===== src/rtl/aud_mix_seq.sv =====
// Time-multiplexed stereo mixer: sums NSRC sources, applies crossfeed and a
// ramped master gain, then saturates to DW bits once per accepted sample.
module aud_mix_seq #(
  parameter int unsigned NSRC      = 2,
  parameter int unsigned DW        = 16,
  parameter int unsigned RAMP_STEP = 1
) (
  input  logic                 clk,
  input  logic                 reset_n,
  input  logic                 ce,
  input  logic [NSRC*DW-1:0]   src_l,
  input  logic [NSRC*DW-1:0]   src_r,
  input  logic [NSRC-1:0]      src_en,
  input  logic [4:0]           att,
  input  logic [1:0]           mix,
  output logic [DW-1:0]        out_l,
  output logic [DW-1:0]        out_r,
  output logic                 out_valid,
  output logic                 clip_l,
  output logic                 clip_r,
  output logic                 busy,
  output logic                 overrun
);

  localparam int unsigned KW = (NSRC > 1) ? $clog2(NSRC) : 1;
  localparam int unsigned AW = DW + $clog2(NSRC) + 1;
  localparam int unsigned XW = AW + 1;
  localparam int unsigned PW = XW + 10;
  localparam logic signed [9:0]    STEP    = 10'(RAMP_STEP);
  localparam logic signed [PW-1:0] SAT_MAX = PW'((2 ** (DW - 1)) - 1);
  localparam logic signed [PW-1:0] SAT_MIN = ~SAT_MAX;

  typedef enum logic [2:0] {S_IDLE, S_ACC, S_XF, S_GAIN, S_OUT} state_e;

  state_e                state_q, state_d;
  logic [KW-1:0]         k_q, k_d;
  logic [NSRC*DW-1:0]    snap_l_q, snap_l_d, snap_r_q, snap_r_d;
  logic [NSRC-1:0]       en_q, en_d;
  logic [1:0]            mix_q, mix_d;
  logic [8:0]            g_q, g_d;
  logic signed [AW-1:0]  acc_l_q, acc_l_d, acc_r_q, acc_r_d;
  logic signed [XW-1:0]  x_l_q, x_l_d, x_r_q, x_r_d;
  logic signed [PW-1:0]  p_l_q, p_l_d, p_r_q, p_r_d;
  logic [DW-1:0]         out_l_q, out_l_d, out_r_q, out_r_d;
  logic                  clip_l_q, clip_l_d, clip_r_q, clip_r_d;
  logic                  valid_q, valid_d, busy_q, busy_d, ovr_q, ovr_d;

  logic [8:0]            tg;
  logic signed [9:0]     gdiff;
  logic signed [DW-1:0]  smp_l, smp_r;
  logic signed [PW-1:0]  prod_l, prod_r;

  // Gain target and distance from the current gain, plus the source under accumulation
  assign tg     = att[4] ? 9'd0 : 9'(9'd256 >> att[3:0]);
  assign gdiff  = $signed({1'b0, tg}) - $signed({1'b0, g_q});
  assign smp_l  = snap_l_q[32'(k_q) * DW +: DW];
  assign smp_r  = snap_r_q[32'(k_q) * DW +: DW];
  assign prod_l = PW'(x_l_q) * PW'($signed({1'b0, g_q}));
  assign prod_r = PW'(x_r_q) * PW'($signed({1'b0, g_q}));

  function automatic logic signed [XW-1:0] xfeed(input logic signed [AW-1:0] a,
                                                 input logic signed [AW-1:0] b,
                                                 input logic [1:0] m);
    logic signed [XW-1:0] ea, eb;
    ea = XW'(a);
    eb = XW'(b);
    case (m)
      2'd0:    xfeed = ea;
      2'd1:    xfeed = ea - (ea >>> 3) + (eb >>> 2);
      2'd2:    xfeed = ea - (ea >>> 2) + (eb >>> 1);
      default: xfeed = (ea >>> 1) + (eb >>> 1);
    endcase
  endfunction

  // Returns {clip, saturated sample}
  function automatic logic [DW:0] sat(input logic signed [PW-1:0] p);
    if (p > SAT_MAX)      sat = {1'b1, SAT_MAX[DW-1:0]};
    else if (p < SAT_MIN) sat = {1'b1, SAT_MIN[DW-1:0]};
    else                  sat = {1'b0, p[DW-1:0]};
  endfunction

  always_ff @(posedge clk or negedge reset_n) begin
    if (!reset_n) begin
      state_q  <= S_IDLE;
      k_q      <= '0;
      snap_l_q <= '0;
      snap_r_q <= '0;
      en_q     <= '0;
      mix_q    <= '0;
      g_q      <= '0;
      acc_l_q  <= '0;
      acc_r_q  <= '0;
      x_l_q    <= '0;
      x_r_q    <= '0;
      p_l_q    <= '0;
      p_r_q    <= '0;
      out_l_q  <= '0;
      out_r_q  <= '0;
      clip_l_q <= 1'b0;
      clip_r_q <= 1'b0;
      valid_q  <= 1'b0;
      busy_q   <= 1'b0;
      ovr_q    <= 1'b0;
    end else begin
      state_q  <= state_d;
      k_q      <= k_d;
      snap_l_q <= snap_l_d;
      snap_r_q <= snap_r_d;
      en_q     <= en_d;
      mix_q    <= mix_d;
      g_q      <= g_d;
      acc_l_q  <= acc_l_d;
      acc_r_q  <= acc_r_d;
      x_l_q    <= x_l_d;
      x_r_q    <= x_r_d;
      p_l_q    <= p_l_d;
      p_r_q    <= p_r_d;
      out_l_q  <= out_l_d;
      out_r_q  <= out_r_d;
      clip_l_q <= clip_l_d;
      clip_r_q <= clip_r_d;
      valid_q  <= valid_d;
      busy_q   <= busy_d;
      ovr_q    <= ovr_d;
    end
  end

  always_comb begin
    state_d  = state_q;
    k_d      = k_q;
    snap_l_d = snap_l_q;
    snap_r_d = snap_r_q;
    en_d     = en_q;
    mix_d    = mix_q;
    g_d      = g_q;
    acc_l_d  = acc_l_q;
    acc_r_d  = acc_r_q;
    x_l_d    = x_l_q;
    x_r_d    = x_r_q;
    p_l_d    = p_l_q;
    p_r_d    = p_r_q;
    out_l_d  = out_l_q;
    out_r_d  = out_r_q;
    clip_l_d = clip_l_q;
    clip_r_d = clip_r_q;
    valid_d  = 1'b0;
    case (state_q)
      S_IDLE: begin
        if (ce) begin
          snap_l_d = src_l;
          snap_r_d = src_r;
          en_d     = src_en;
          mix_d    = mix;
          acc_l_d  = '0;
          acc_r_d  = '0;
          k_d      = '0;
          // Ramp toward the target so volume changes never click
          if (gdiff > STEP)       g_d = g_q + 9'(RAMP_STEP);
          else if (gdiff < -STEP) g_d = g_q - 9'(RAMP_STEP);
          else                    g_d = tg;
          state_d  = S_ACC;
        end
      end
      S_ACC: begin
        if (en_q[k_q]) begin
          acc_l_d = acc_l_q + AW'(smp_l);
          acc_r_d = acc_r_q + AW'(smp_r);
        end
        if (k_q == KW'(NSRC - 1)) state_d = S_XF;
        else                      k_d = k_q + KW'(1);
      end
      S_XF: begin
        x_l_d   = xfeed(acc_l_q, acc_r_q, mix_q);
        x_r_d   = xfeed(acc_r_q, acc_l_q, mix_q);
        state_d = S_GAIN;
      end
      S_GAIN: begin
        p_l_d   = prod_l >>> 8;
        p_r_d   = prod_r >>> 8;
        state_d = S_OUT;
      end
      S_OUT: begin
        {clip_l_d, out_l_d} = sat(p_l_q);
        {clip_r_d, out_r_d} = sat(p_r_q);
        valid_d = 1'b1;
        state_d = S_IDLE;
      end
      default: state_d = S_IDLE;
    endcase
    ovr_d  = ovr_q | (ce & (state_q != S_IDLE));
    busy_d = (state_d != S_IDLE);
  end

  assign out_l     = out_l_q;
  assign out_r     = out_r_q;
  assign clip_l    = clip_l_q;
  assign clip_r    = clip_r_q;
  assign out_valid = valid_q;
  assign busy      = busy_q;
  assign overrun   = ovr_q;

endmodule


===== config.mk =====
export PLATFORM = sky130hd
export DESIGN_NAME = aud_mix_seq
export DESIGN_NICKNAME = d
export VERILOG_FILES = /design/src/rtl/aud_mix_seq.sv
export SDC_FILE = /design/constraint.sdc
export NUM_CORES = 2
export LEC_CHECK = 0
export CORE_ASPECT_RATIO = 1.25
export CORE_MARGIN = 2
export CORE_UTILIZATION = 25
export CTS_CLUSTER_SIZE = 12
export DETAILED_ROUTE_END_ITERATION = 10
export PLACE_DENSITY = 0.48
export SETUP_SLACK_MARGIN = 0.5
export SYNTH_ARGS = -nofsm -noshare
export SYNTH_HDL_FRONTEND = slang
export SYNTH_SLANG_ARGS = --single-unit

===== constraint.sdc =====
create_clock -name clk -period 8 [get_ports clk]
set_input_delay 1.2 -clock clk [delete_from_list [all_inputs] [get_ports clk]]
set_output_delay 1.2 -clock clk [all_outputs]
set_load 0.02 [all_outputs]

-- After elaboration in Yosys (flattened, before gate mapping)
Cells that the tools add are included.
Widths: inputs -> output; s select.
- register bits: 234
- input port bits: 76
- logic and storage cells: 88
- add/sub/neg operators: 15
- multipliers: 2
- order comparisons: 7
- eq/ne operators: 8
- shifts and indexed selects: 3
- muxes and demuxes: 23
- bitwise logic cells: 2
- reduce and logical (&&, ||, !) cells: 8
- operators by type and width (operator ; count):
    $pmux 19 s3 ; 2
    $pmux 18 s2 ; 2
    $mux 17 ; 4
    $shiftx 32x6->16 ; 2
    $mul 19x10->29 ; 2
    $mux 18 ; 3
    $gt 21x16->1 const B ; 2
    $lt 21x16->1 const B ; 2
    $add 19x16->19 ; 2
    $add 19x17->19 ; 2
    $sub 18x15->19 ; 2
    $sub 18x16->19 ; 2
    $add 18x16->18 ; 2
    $mux 9 ; 3
    $add 17x17->18 ; 1
    $pmux 3 s4 ; 1
    $gt 10x2->1 const B ; 1
    $lt 10x1->1 const B ; 1
    $sub 9x9->10 ; 1
    $add 9x1->9 const B ; 1
    $shr 9x4->9 const A ; 1
    $sub 9x1->9 const B ; 1
    $eq 3x2->1 const B ; 2
    $mux 3 ; 2
    17 further kinds ; 24

-- Logic depth before layout (Yosys ltp)
- depth in word-level cells: 6
- mapped depth: 23
- mapped depth without buffers: 20

-- Worst setup path before layout
Ideal clock, no wire load.
- path kind: register -> register
- start point: register g_q[3]
- end point: register p_r_q[18]
- arrival time: 5718 ps
- path slack: 2153 ps
- cell stages (with the launch flop): 22
- buffers on the path: 3
- clock period less this slack: 5847 ps
- path through: dfrtp_1 clkbuf_1 clkbuf_1 clkbuf_1 nand2_1 fa_1 inv_1 fa_1 fa_1 fa_1 inv_1 fa_1 inv_1 ha_1 o21a_1 o211a_1 a22oi_1 a32oi_1 a31oi_1 o21bai_1 a211oi_1 o21ai_0
- longest elaborated chain between the ends: 1
- RTL lines (element ; line ; RTL):
    from (decl) ; 40 ; logic [8:0] g_q, g_d;
    from (signal assigned) ; 111 ; g_q <= g_d;
    $mul 19x10->29 ; 59 ; assign prod_r = PW'(x_r_q) * PW'($signed({1'b0, g_q}));
    to (signal assigned) ; 117 ; p_r_q <= p_r_d;
    to (decl) ; 43 ; logic signed [PW-1:0] p_l_q, p_l_d, p_r_q, p_r_d;
Every way passes these cells.
A chain may end at the register's enable or synchronous reset.

-- Worst setup path after layout
- start point: register g_q[2]
- end point: register p_r_q[18]
Same word-level chain as after synthesis.

==> results.toml <==
[global_routing]
grt_pass1_vias = 24500
grt-ovfl-total = 0
antenna_found_initial = 0
grt_pass1_wl_um = 136000
grt_max_degree = 90
track_usage_pct = 13.9

[cells_and_area]
fin_nets = 4182
drive_above_1_share_pct = 5.12
fillerInstances = 12900
syn2layout_area_growth_pct = 12.8
final_area_mm2 = 0.0341

[sta]
final.setup.tns_ns = 0
period_needed_ns = 6.42
worst_pin_slew_ns = 1.10
slew_viol_final = 0
setup_viol = 0
finalHoldViolCount = 0
fin_skew_ns = 0.0211
slew_headroom_pct = 26.4
fmaxAchievable_mhz = 156
finalCritPeriodShare_pct = 80.2
whs_ns = 0.466
rsz0062_at_grt = "false"

[placement]
placed_cell_area_mm2 = 0.0329
io_buffers = 112
globalplace.congestion = 0.840
dpl.hpwl_um = 66500

[worst_setup_path]
worst-path-max-fanout = 26
end_kind = "flop"
critical_path_arrival_ns = 6.86
cp.required_ns = 8.44
crit_type = "flop to flop"
critPathLaunchType = "flop"
r2r_cells = 19

[clock_tree]
cts_tree = "built"
cts_hold_buffers = 0
cts.root.buffer_cell = "clkbuf_16"
clk_pin_slew_ns = 0.06
numCtsBuffers = 34
cts_max_level = 2
cts_resized = 0
clock_tree.buffer_depth = 3
postCtsSetupBuffers = 0
cts.sinks = 234
clk_latency_ns = 0.59

[synth]
synth_top_area_share_pct = 23.5
synthCells = 3472
ys.flop_type = "dfrtp_1"
yosysTopAreaCell = "fa_1"
ys_ff_latch = 234
synth_edf_count = 0
netlist_area_mm2 = 0.0302
yosysSeqAreaShare_pct = 19.4
netlist-cell-type-count = 93
ys.warnings.count = 0
syn_area_per_cell_um2 = 8.70
yosysMostFrequentCell = "inv_1"
synth_common_cells = "inv_1 (538), nand2_1 (498), fa_1 (354)"
synth_nets = 4162
async_flop_share_pct = 100
synthTopCellsByArea = "fa_1 (23%), dfrtp_1 (19%), ha_1 (11%)"

[min_path]
worstHoldPathType = "flop to flop"
hold_path_depth = 2

[route]
drc = 0
routedWlPerCell_um = 16.4
wirelength_um = 83700
avgViaCountPerCell = 4.58
final_antenna_net_count = 0
first_pass_iters = 5
via_count = 23300
drtIter0Drc = 1123

[floorplan]
die_area_mm2 = 0.124
dieHeight_um = 393
dieWidth_um = 315
ioPinCount = 113
coreArea_mm2 = 0.120
num_rows = 142
start_util_pct = 25.2

[flow_run]
cap_violations = 0

[status]
status = "complete, no violations"
## layout make-up
class	instances	area, um^2	share of cell area (%)
multi-input cells	2543	21700	63.7
flip-flops and latches	234	5860	17.2
inverters	539	2020	5.94
well taps	1584	1980	5.82
repair buffers	140	1340	3.92
clock buffers	42	921	2.70
clock inverters	17	235	0.691
diodes	1	2.50	0.00735
## cell families after synthesis
kind of cell	count (synthesis)	synth area share [%]
AOI/OAI and AO/OA	663	14.4
muxes	66	2.55
adders and majority gates	614	34.2
DFF	234	19.4
and+or+nand+nor	1054	16.3
buffers and inverters	695	8.77
xor gates and xnor gates	146	4.26
## cells in the final DEF (no fill, tap or decap), types with 23 or more instances in the layout
cell,n
inv_1,538
nand2_1,497
fa_1,354
ha_1,260
dfrtp_1,230
and2_1,193
a21oi_1,193
nor2_1,151
o21ai_0,131
clkdlybuf4s50_1,111
xnor2_1,90
xor2_1,55
a21o_1,47
nor3_1,43
o22ai_1,41
mux2_2,36
nand3_1,35
clkbuf_16,34
buf_4,28
a31oi_1,25
o21a_1,24
mux2i_1,23
## through the flow
stage / std cells / setup WS [ns] / util, %
6_report: 5100 / 1.58 / 28.4
5_1_grt: 5099 / 1.17 / 28.4
4_1_cts: 5099 / 1.61 / 28.4
3_5_place_dp: 5040 / 1.61 / 27.4
3_3_place_gp: 5040 / 1.70 / 27.4
2_1_floorplan: 3472 / 2.15 / -
## flip-flops by register name (all words and copies together), names as in the netlist, 2 cells and up
| signal | flops |
|---|---|
| acc_l_q | 18 |
| acc_r_q | 18 |
| en_q | 2 |
| g_q | 9 |
| mix_q | 2 |
| out_l | 16 |
| out_r | 16 |
| p_l_q | 21 |
| p_r_q | 21 |
| snap_l_q | 32 |
| snap_r_q | 32 |
| state_q | 3 |
| x_l_q | 19 |
| x_r_q | 19 |
## metal layers
| metal | share of wire, % | global-route usage, % | up-vias | wire, um |
|---|---|---|---|---|
| met2 | 48 | 23.9 | 380 | 40000 |
| met4 | 2.4 | 3.66 | 0 | 2000 |
| li1 | - | - | 11400 | - |
| met3 | 3.3 | 1.81 | 97 | 2740 |
| met5 | 0 | 0 | - | 0 |
| met1 | 46 | 18.2 | 11500 | 38900 |
## final timing paths
check,from,to,slack [ns]
min,snap_r_q[23]$_DFFE_PN0P_,snap_r_q[23]$_DFFE_PN0P_,0.47
max in group asynchronous,reset_n,mix_q[0]$_DFFE_PN0P_,6.06
max reg2reg,g_q[2]$_DFFE_PN0P_,p_r_q[18]$_DFFE_PN0P_,1.58
min in group asynchronous,reset_n,out_r[1]$_DFFE_PN0P_,0.60
max,g_q[2]$_DFFE_PN0P_,p_r_q[18]$_DFFE_PN0P_,1.58
min reg2reg,snap_r_q[23]$_DFFE_PN0P_,snap_r_q[23]$_DFFE_PN0P_,0.47
## critical path: stages (launching register included)
cell and delay [ns]:
dfrtp_1 0.96, buf_4 0.28, nand2_1 0.07, fa_1 0.52, inv_1 0.05, fa_1 0.52
fa_1 0.44, fa_1 0.54, inv_1 0.05, fa_1 0.53, inv_1 0.04, ha_1 0.33
a211oi_1 0.39, nand2_1 0.09, a22oi_1 0.26, a32oi_1 0.20, a31oi_1 0.48, o21bai_1 0.17
a211oi_1 0.25, o21ai_0 0.11
Power is not shown: default switching activity piles up to over one toggle a cycle in this logic, so the estimate is an artifact.
